$ cat src/rtl/branch_predictor.sv
// Direct-mapped branch target buffer with 2-bit saturating direction counters.
// Zero-latency lookup at fetch; training from resolved branches in MEM.
module branch_predictor #(
    parameter int unsigned ENTRIES = 16,
    parameter int unsigned MODE    = 1
) (
    input  logic        CLK,
    input  logic        nRST,
    input  logic [31:0] fetch_pc,
    output logic        pred_taken,
    output logic [31:0] pred_pc,
    input  logic        update_en,
    input  logic [31:0] update_pc,
    input  logic        update_taken,
    input  logic [31:0] update_target,
    input  logic        update_mispred,
    input  logic        stall,
    input  logic        invalidate,
    output logic [31:0] mispred_cnt,
    output logic [31:0] update_cnt
);

    localparam int unsigned IDX_W = $clog2(ENTRIES);
    localparam int unsigned TAG_W = 30 - IDX_W;

    logic             valid_q  [ENTRIES];
    logic [TAG_W-1:0] tag_q    [ENTRIES];
    logic [31:0]      target_q [ENTRIES];
    logic [1:0]       ctr_q    [ENTRIES];

    logic [IDX_W-1:0] fetch_idx;
    logic [TAG_W-1:0] fetch_tag;
    logic [IDX_W-1:0] upd_idx;
    logic [TAG_W-1:0] upd_tag;
    logic             fetch_hit;
    logic             upd_hit;
    logic             accept;
    logic             unused_pc_lsbs;

    assign fetch_idx = fetch_pc[IDX_W+1:2];
    assign fetch_tag = fetch_pc[31:IDX_W+2];
    assign upd_idx   = update_pc[IDX_W+1:2];
    assign upd_tag   = update_pc[31:IDX_W+2];

    // Instruction addresses are word aligned; the low bits never select anything.
    assign unused_pc_lsbs = ^{fetch_pc[1:0], update_pc[1:0]};

    assign fetch_hit = valid_q[fetch_idx] && (tag_q[fetch_idx] == fetch_tag);
    assign upd_hit   = valid_q[upd_idx] && (tag_q[upd_idx] == upd_tag);
    assign accept    = update_en && !stall && !invalidate;

    always_comb begin
        pred_taken = 1'b0;
        if (MODE == 1) begin
            pred_taken = fetch_hit && ctr_q[fetch_idx][1];
        end
        pred_pc = pred_taken ? target_q[fetch_idx] : fetch_pc + 32'd4;
    end

    always_ff @(posedge CLK or negedge nRST) begin
        if (!nRST) begin
            for (int unsigned i = 0; i < ENTRIES; i++) begin
                valid_q[i]  <= 1'b0;
                tag_q[i]    <= '0;
                target_q[i] <= '0;
                ctr_q[i]    <= 2'b01;
            end
        end else if (MODE == 1) begin
            if (invalidate) begin
                // Only valid bits clear; counters keep their history.
                for (int unsigned i = 0; i < ENTRIES; i++) begin
                    valid_q[i] <= 1'b0;
                end
            end else if (accept) begin
                if (upd_hit) begin
                    if (update_taken) begin
                        target_q[upd_idx] <= update_target;
                        if (ctr_q[upd_idx] != 2'b11) begin
                            ctr_q[upd_idx] <= ctr_q[upd_idx] + 2'd1;
                        end
                    end else if (ctr_q[upd_idx] != 2'b00) begin
                        ctr_q[upd_idx] <= ctr_q[upd_idx] - 2'd1;
                    end
                end else if (update_taken) begin
                    valid_q[upd_idx]  <= 1'b1;
                    tag_q[upd_idx]    <= upd_tag;
                    target_q[upd_idx] <= update_target;
                    ctr_q[upd_idx]    <= 2'b10;
                end
            end
        end
    end

    always_ff @(posedge CLK or negedge nRST) begin
        if (!nRST) begin
            update_cnt  <= '0;
            mispred_cnt <= '0;
        end else if (accept) begin
            update_cnt <= update_cnt + 32'd1;
            if (update_mispred) begin
                mispred_cnt <= mispred_cnt + 32'd1;
            end
        end
    end

endmodule

$ cat config.mk
export PLATFORM = sky130hd
export DESIGN_NAME = branch_predictor
export DESIGN_NICKNAME = d
export VERILOG_FILES = /design/src/rtl/branch_predictor.sv
export SDC_FILE = /design/constraint.sdc
export NUM_CORES = 2
export LEC_CHECK = 0
export ABC_CLOCK_PERIOD_IN_PS = 10600
export CAP_MARGIN = 20
export CORE_ASPECT_RATIO = 0.8
export CORE_UTILIZATION = 60
export CTS_CLUSTER_SIZE = 40
export DETAILED_ROUTE_END_ITERATION = 10
export GPL_TIMING_DRIVEN = 0
export PLACE_DENSITY = 0.79
export SKIP_CTS_REPAIR_TIMING = 1
export SYNTH_ARGS = -nofsm -noshare
export SYNTH_HDL_FRONTEND = slang
export SYNTH_SLANG_ARGS = --single-unit
export TNS_END_PERCENT = 100
$ cat constraint.sdc
create_clock -name CLK -period 10.6 [get_ports CLK]
set_input_delay 2.12 -clock CLK [delete_from_list [all_inputs] [get_ports CLK]]
set_output_delay 2.12 -clock CLK [all_outputs]
set_load 0.05 [all_outputs]
== After elaboration in Yosys (flattened, before gate mapping) ==
Cells that the tools add are included.

* Logic and storage cells: 148
* Bits in registers: 1040
* Output and inout bits: 97
* Input port bits: 103

* Muxes and demuxes: 43
* Reductions and logical operators: 18
* $add $sub $neg: 5
* Equality and inequality tests: 5
* Order comparisons: 3
* Bitwise logic cells: 8

{| class="wikitable"
|+ Operators with widths
! operator !! count
|-
| 512-bit bitwise mux || 1
|-
| 416-bit bitwise mux || 1
|-
| 32-bit two-way mux || 9
|-
| 26-bit binary-select mux with 4-bit select || 2
|-
| 26-bit two-way mux || 5
|-
| 32-bit binary-select mux with 4-bit select || 1
|-
| 32-bit demux with 4-bit select || 1
|-
| 26-bit demux with 4-bit select || 1
|-
| 32-bit by 1-bit adder with 32-bit output (second input constant) || 2
|-
| 32-bit bitwise mux || 2
|-
| 16-bit two-way mux || 4
|-
| 26-bit equality test || 2
|-
| 32-bit by 3-bit adder with 32-bit output (second input constant) || 1
|-
| 16-bit bitwise OR || 2
|-
| 16-bit bitwise AND || 1
|-
| 2-bit binary-select mux with 4-bit select || 2
|-
| 16-bit NOT || 1
|-
| 5-bit greater-or-equal comparator (second input constant) || 2
|-
| 2-bit two-way mux || 5
|-
| 4-bit NOT with 5-bit output || 2
|-
| 2-bit nonzero test || 5
|-
| 1-bit binary-select mux with 4-bit select || 2
|-
| 2-bit demux with 4-bit select || 1
|-
| 1-bit logical AND || 6
|-
| 13 further kinds || 21
|}

== Logic depth before layout (Yosys ltp) ==
* Word-level depth: 10
* Mapped depth: 17
* Gate-level depth less buffers: 9

== Worst setup path before layout ==
OpenSTA, ideal clock, no wires.

* Path type: in2out
* Start point: input port fetch_pc[2]
* End point: output port pred_pc[2]
* Slack: 2.347 ns
* Arrival time: 6.133 ns
* Buffers on the path: 4
* Required time: 8.480 ns
* Stages on the path: 12
* Cell sequence: buf_2 > buf_2 > buf_1 > mux4_2 > mux2i_1 > a21oi_1 > xor2_1 > nor4_1 > nand4_1 > nor4_2 > buf_2 > mux2i_1

* Longest elaborated chain between the ends: 8
* Elaborated cells on any way between the ends: 18
* Those cells by class: add/sub (1); eq/ne (1); mux (13); bitwise (1); reduce/logical (2)

{| class="wikitable"
|+ RTL lines
! what !! RTL line !! source
|-
| start, declared || 9 || <nowiki>input logic [31:0] fetch_pc,</nowiki>
|-
| 4-bit NOT with 5-bit output (implied by the code) * || 48, 55 ||
|-
| 26-bit binary-select mux with 4-bit select || 48 || <nowiki>assign fetch_hit = valid_q[fetch_idx] && (tag_q[fetch_idx] == fetch_tag);</nowiki>
|-
| 26-bit two-way mux (implied by the code) (2 in series) || 48 ||
|-
| 26-bit equality test || 48 ||
|-
| 1-bit logical AND || 48 ||
|-
| 1-bit logical AND * || 55 || <nowiki>pred_taken = fetch_hit && ctr_q[fetch_idx][1];</nowiki>
|-
| net pred_taken || 10 || <nowiki>output logic pred_taken,</nowiki>
|-
| 32-bit two-way mux * || 57 || <nowiki>pred_pc = pred_taken ? target_q[fetch_idx] : fetch_pc + 32'd4;</nowiki>
|-
| end, declared || 11 || <nowiki>output logic [31:0] pred_pc,</nowiki>
|}

The timed path passes the listed nets; every way through them passes the cells marked *. The select of a mux whose other input is x is not followed.

== Worst setup path in the final report ==
* Start point: input port fetch_pc[3]
* End point: output port pred_pc[2]

* Longest elaborated chain between the ends: 8
* Elaborated cells on any way between the ends: 17
* Those cells by class: eq/ne (1); mux (13); bitwise (1); reduce/logical (2)

{| class="wikitable"
|+ RTL lines
! what !! RTL line
|-
| 4-bit NOT with 5-bit output (implied by the code) * || 48, 55, 57
|-
| 26-bit binary-select mux with 4-bit select || 48
|-
| 26-bit two-way mux (implied by the code) (2 in series) || 48
|-
| 26-bit equality test || 48
|-
| 1-bit logical AND || 48
|-
| 1-bit logical AND || 55
|-
| 32-bit two-way mux * || 57
|}

Mark *: on every way between the ends. The rest lies on a longest branch, timed or not. The select of a mux whose other input is x is not followed.

==> impl_metrics.ini <==
[clock_network]
cts_sinks = 1040
cts-htree-levels = 3
cts_tree = built
clk_path_buf_depth = 3
root_buffer = clkbuf_16
path_clk_slew_ns = 0.07
clock_latency_ns = 0.71
cts_buffers = 104

[route]
drt-initial-drc-count = 4749
post_drt_wl_per_cell_um = 33.1
wirelength_um = 167000
drc_errors = 0
viasPerCell = 7.04
vias = 35500
first_pass_iters = 6
antenna_left = 0

[critical_path]
startpoint_type = input port
r2r-start = tag_q[140]
r2r_slack_ns = 5.62
crit_required_ns = 8.48
r2r_end = tag_q[152]
arrival_ns = 8.43
cp-end-kind = output port
cpPeakStageDelay_ns = 0.87
crit_slowest_cell = clkdlybuf4s50_1
worst_path_most_repeated_cell = clkbuf_1
reg2reg_depth = 11
worstPathCellList = clkdlybuf4s50_1 > clkbuf_1 > clkbuf_1 > buf_6 > clkbuf_1 > a211oi_1 > a21oi_1 > xor2_1 > a2111oi_0 > nand4_1 > nor4_4 > buf_4 > buf_2 > mux2i_1 > clkdlybuf4s50_1
critical_path_class = input port to output port
cp_max_fo = 10

[synthesis]
synth_nets = 3612
synth_compound_area_share_pct = 2.80
yosysWarnings = 0
synthFlopType = dfrtp_1
synth_edf_count = 0
yosysSeqAreaShare_pct = 49.7
synthSimpleGateAreaFrac_pct = 3.59
synth_xor_area_share_pct = 2.37
syn-mean-instance-area_um2 = 15.0
postSynthCellCount = 3504
synthesis.area_um2 = 52400
synth_adder_area_share_pct = 0.119
synthMuxAreaShare_pct = 38.3
synth_top_family_by_area = multiplexers
synth-seq-cells = 1040
synth.distinct_cells = 76
synth-async-reset-ratio_pct = 100

[power_and_ir_drop]
clock_power_share_pct = 40.0
pwr-share-comb_pct = 14.0
p_per_area_nw_per_um2 = 164
switching_share_pct = 26.4
ir_worst_vdd_mv = 0.158
p_leak_nw = 27.6
p_total_w = 0.00982
power_switching_w = 0.00259
p_int_w = 0.00723
p_seq_share_pct = 46.1

[timing]
finalClockSkew_ns = 0.0285
setup_tns_ns = 0
grt_setup_unrepaired = false
hold_viol = 0
finalWorstSetupSlack_ns = 0.0491
tightestPinTransition_ns = 1.31
relSlewSlack_pct = 12.6
fin_crit_ns = 10.55
hold_ws_ns = 0.466
drv_slew = 0
setup_viol = 0
max_freq_mhz = 94.8
fin_crit_sh_pct = 99.5

[placed_design]
gp_congestion = 1.01
place_worst_setup_slack_ns = -0.773
hpwl_um = 116000
port-buffer-count = 170

[floorplan]
start_util_pct = 60.9
fp.dieW_um = 332
core-area_um2 = 86100
die-area_um2 = 88600
io_pins = 200
die_h_um = 266
std_cell_rows = 96

[global_route]
track_usage_pct = 38.1
grt_pass1_wl_um = 243000
antenna_found_initial = 13
globalRoute.totalOverflow = 0
grt_max_degree = 156
grt_pass1_vias = 35400

[final_layout]
final_cell_mix = dfrtp_1, mux2_2, mux4_2
layout_commonest_cell = dfrtp_1
nFillCells = 5746
drive_gt1_share_pct = 38.4
nNetsFinal = 3928
areaGrowthSynthToFinish_pct = 14.2

[hold_path]
min_to = ctr_q[16]
holdCritPathClass = flop to flop
hp-start = ctr_q[16]
holdPathStages = 2

[run_status]
status = complete, no violations

[flow_run]
max_cap_violations = 0
-- metrics by stage --
stage               cells  cell area [µm²]  utilization [%]
CTS                  5016            59600             69.2
global placement     4801            55500             64.5
floorplan            3504            52400                -
global route         5036            59900             69.5
finish               5040            59900             69.5
detailed placement   4825            56000             65.0
-- power groups by stage --
stage	sequential, W	clock, W	combinational (W)
5_1_grt	0.00455	0.00409	0.00143
3_3_place_gp	0.00459	0	0.00128
4_1_cts	0.00451	0.00393	0.00134
3_5_place_dp	0.00457	0	0.00133
6_report	0.00452	0.00392	0.00137
2_1_floorplan	0.00455	0	0.000807
-- worst max path at each step --
stage	cells past startpoint	slack [ns]	to	start
detailed placement	13	-0.77	pred_pc[2]	fetch_pc[3]
CTS	13	-0.82	pred_pc[2]	fetch_pc[3]
finish	15	0.05	pred_pc[2]	fetch_pc[3]
floorplan	12	2.35	pred_pc[2]	fetch_pc[2]
global route	16	0.03	pred_pc[2]	fetch_pc[2]
global placement	1	-39.68	target_q[260]	nRST
-- kinds of logic (layout without fill, tap and decap cells) --
group,count (synthesis),count (layout)
AOI/OAI and AO/OA,198,198
other,0,8
buffers and inverters,345,746
DFF,1040,1040
adders and majority gates,5,5
and+or+nand+nor,350,350
xor gates and xnor gates,142,142
muxes,1424,1424
-- final cells by class --
cell class	count	area [µm²]	area share (%)
Clock inverter	44	578	0.965
Tap cell	1127	1410	2.36
Multi-Input combinational cell	2119	24800	41.4
Sequential cell	1040	26000	43.5
Clock buffer	147	3040	5.07
Buffer	307	1520	2.53
Inverter	37	139	0.232
Antenna cell	8	20.0	0.0334
Timing Repair Buffer	211	2360	3.94
-- critical path, delay by kind of cell --
| family | cells | cell delay (ns) |
|---|---|---|
| buf+inv | 8 | 4.05 |
| simple gates | 2 | 0.51 |
| xor+xnor | 1 | 0.14 |
| compound gates | 3 | 1.19 |
| mux | 1 | 0.37 |
-- synthesized netlist by cell type, drive strengths merged, types with 3 or more instances --
library cell | number | share of area (%)
a21oi | 23 | 0.22
o211ai | 5 | 0.072
a2bb2oi | 3 | 0.050
o22ai | 30 | 0.36
xor2 | 58 | 0.97
clkbuf | 156 | 1.1
mux2 | 989 | 21
a221oi | 9 | 0.15
o21ai | 13 | 0.12
and3 | 22 | 0.26
mux2i | 69 | 1.3
nand3 | 62 | 0.80
nand4 | 16 | 0.19
dfstp | 16 | 0.80
o2111a | 11 | 0.24
nor2 | 64 | 0.46
and2 | 6 | 0.072
nor4 | 7 | 0.095
a22oi | 16 | 0.25
nand2 | 92 | 0.71
nand2b | 7 | 0.084
ha | 5 | 0.12
dfrtp | 1024 | 49
o41ai | 3 | 0.064
a211oi | 24 | 0.34
a2111oi | 5 | 0.084
or3 | 3 | 0.036
buf | 152 | 1.8
nor3b | 4 | 0.057
nor2b | 27 | 0.32
nand3b | 4 | 0.057
a31oi | 20 | 0.24
mux4 | 366 | 16
nor3 | 20 | 0.20
xnor2 | 84 | 1.4
or2 | 3 | 0.036
inv | 37 | 0.26
and4 | 6 | 0.10
o22a | 17 | 0.28
-- sequential cells by signal, indices dropped and copies added, names as in the netlist --
| register | flops |
|---|---|
| target_q | 512 |
| valid_q | 16 |
| ctr_q | 32 |
| tag_q | 416 |
| mispred_cnt | 32 |
| update_cnt | 32 |
-- per-layer routing --
metal / wire length (µm) / global-route usage [%]
met5: 50 / 0
met2: 69400 / 52.2
met4: 6990 / 14.4
met1: 67500 / 55.3
met3: 22700 / 14.3
Note: power is estimated with default switching activity, not from simulation.
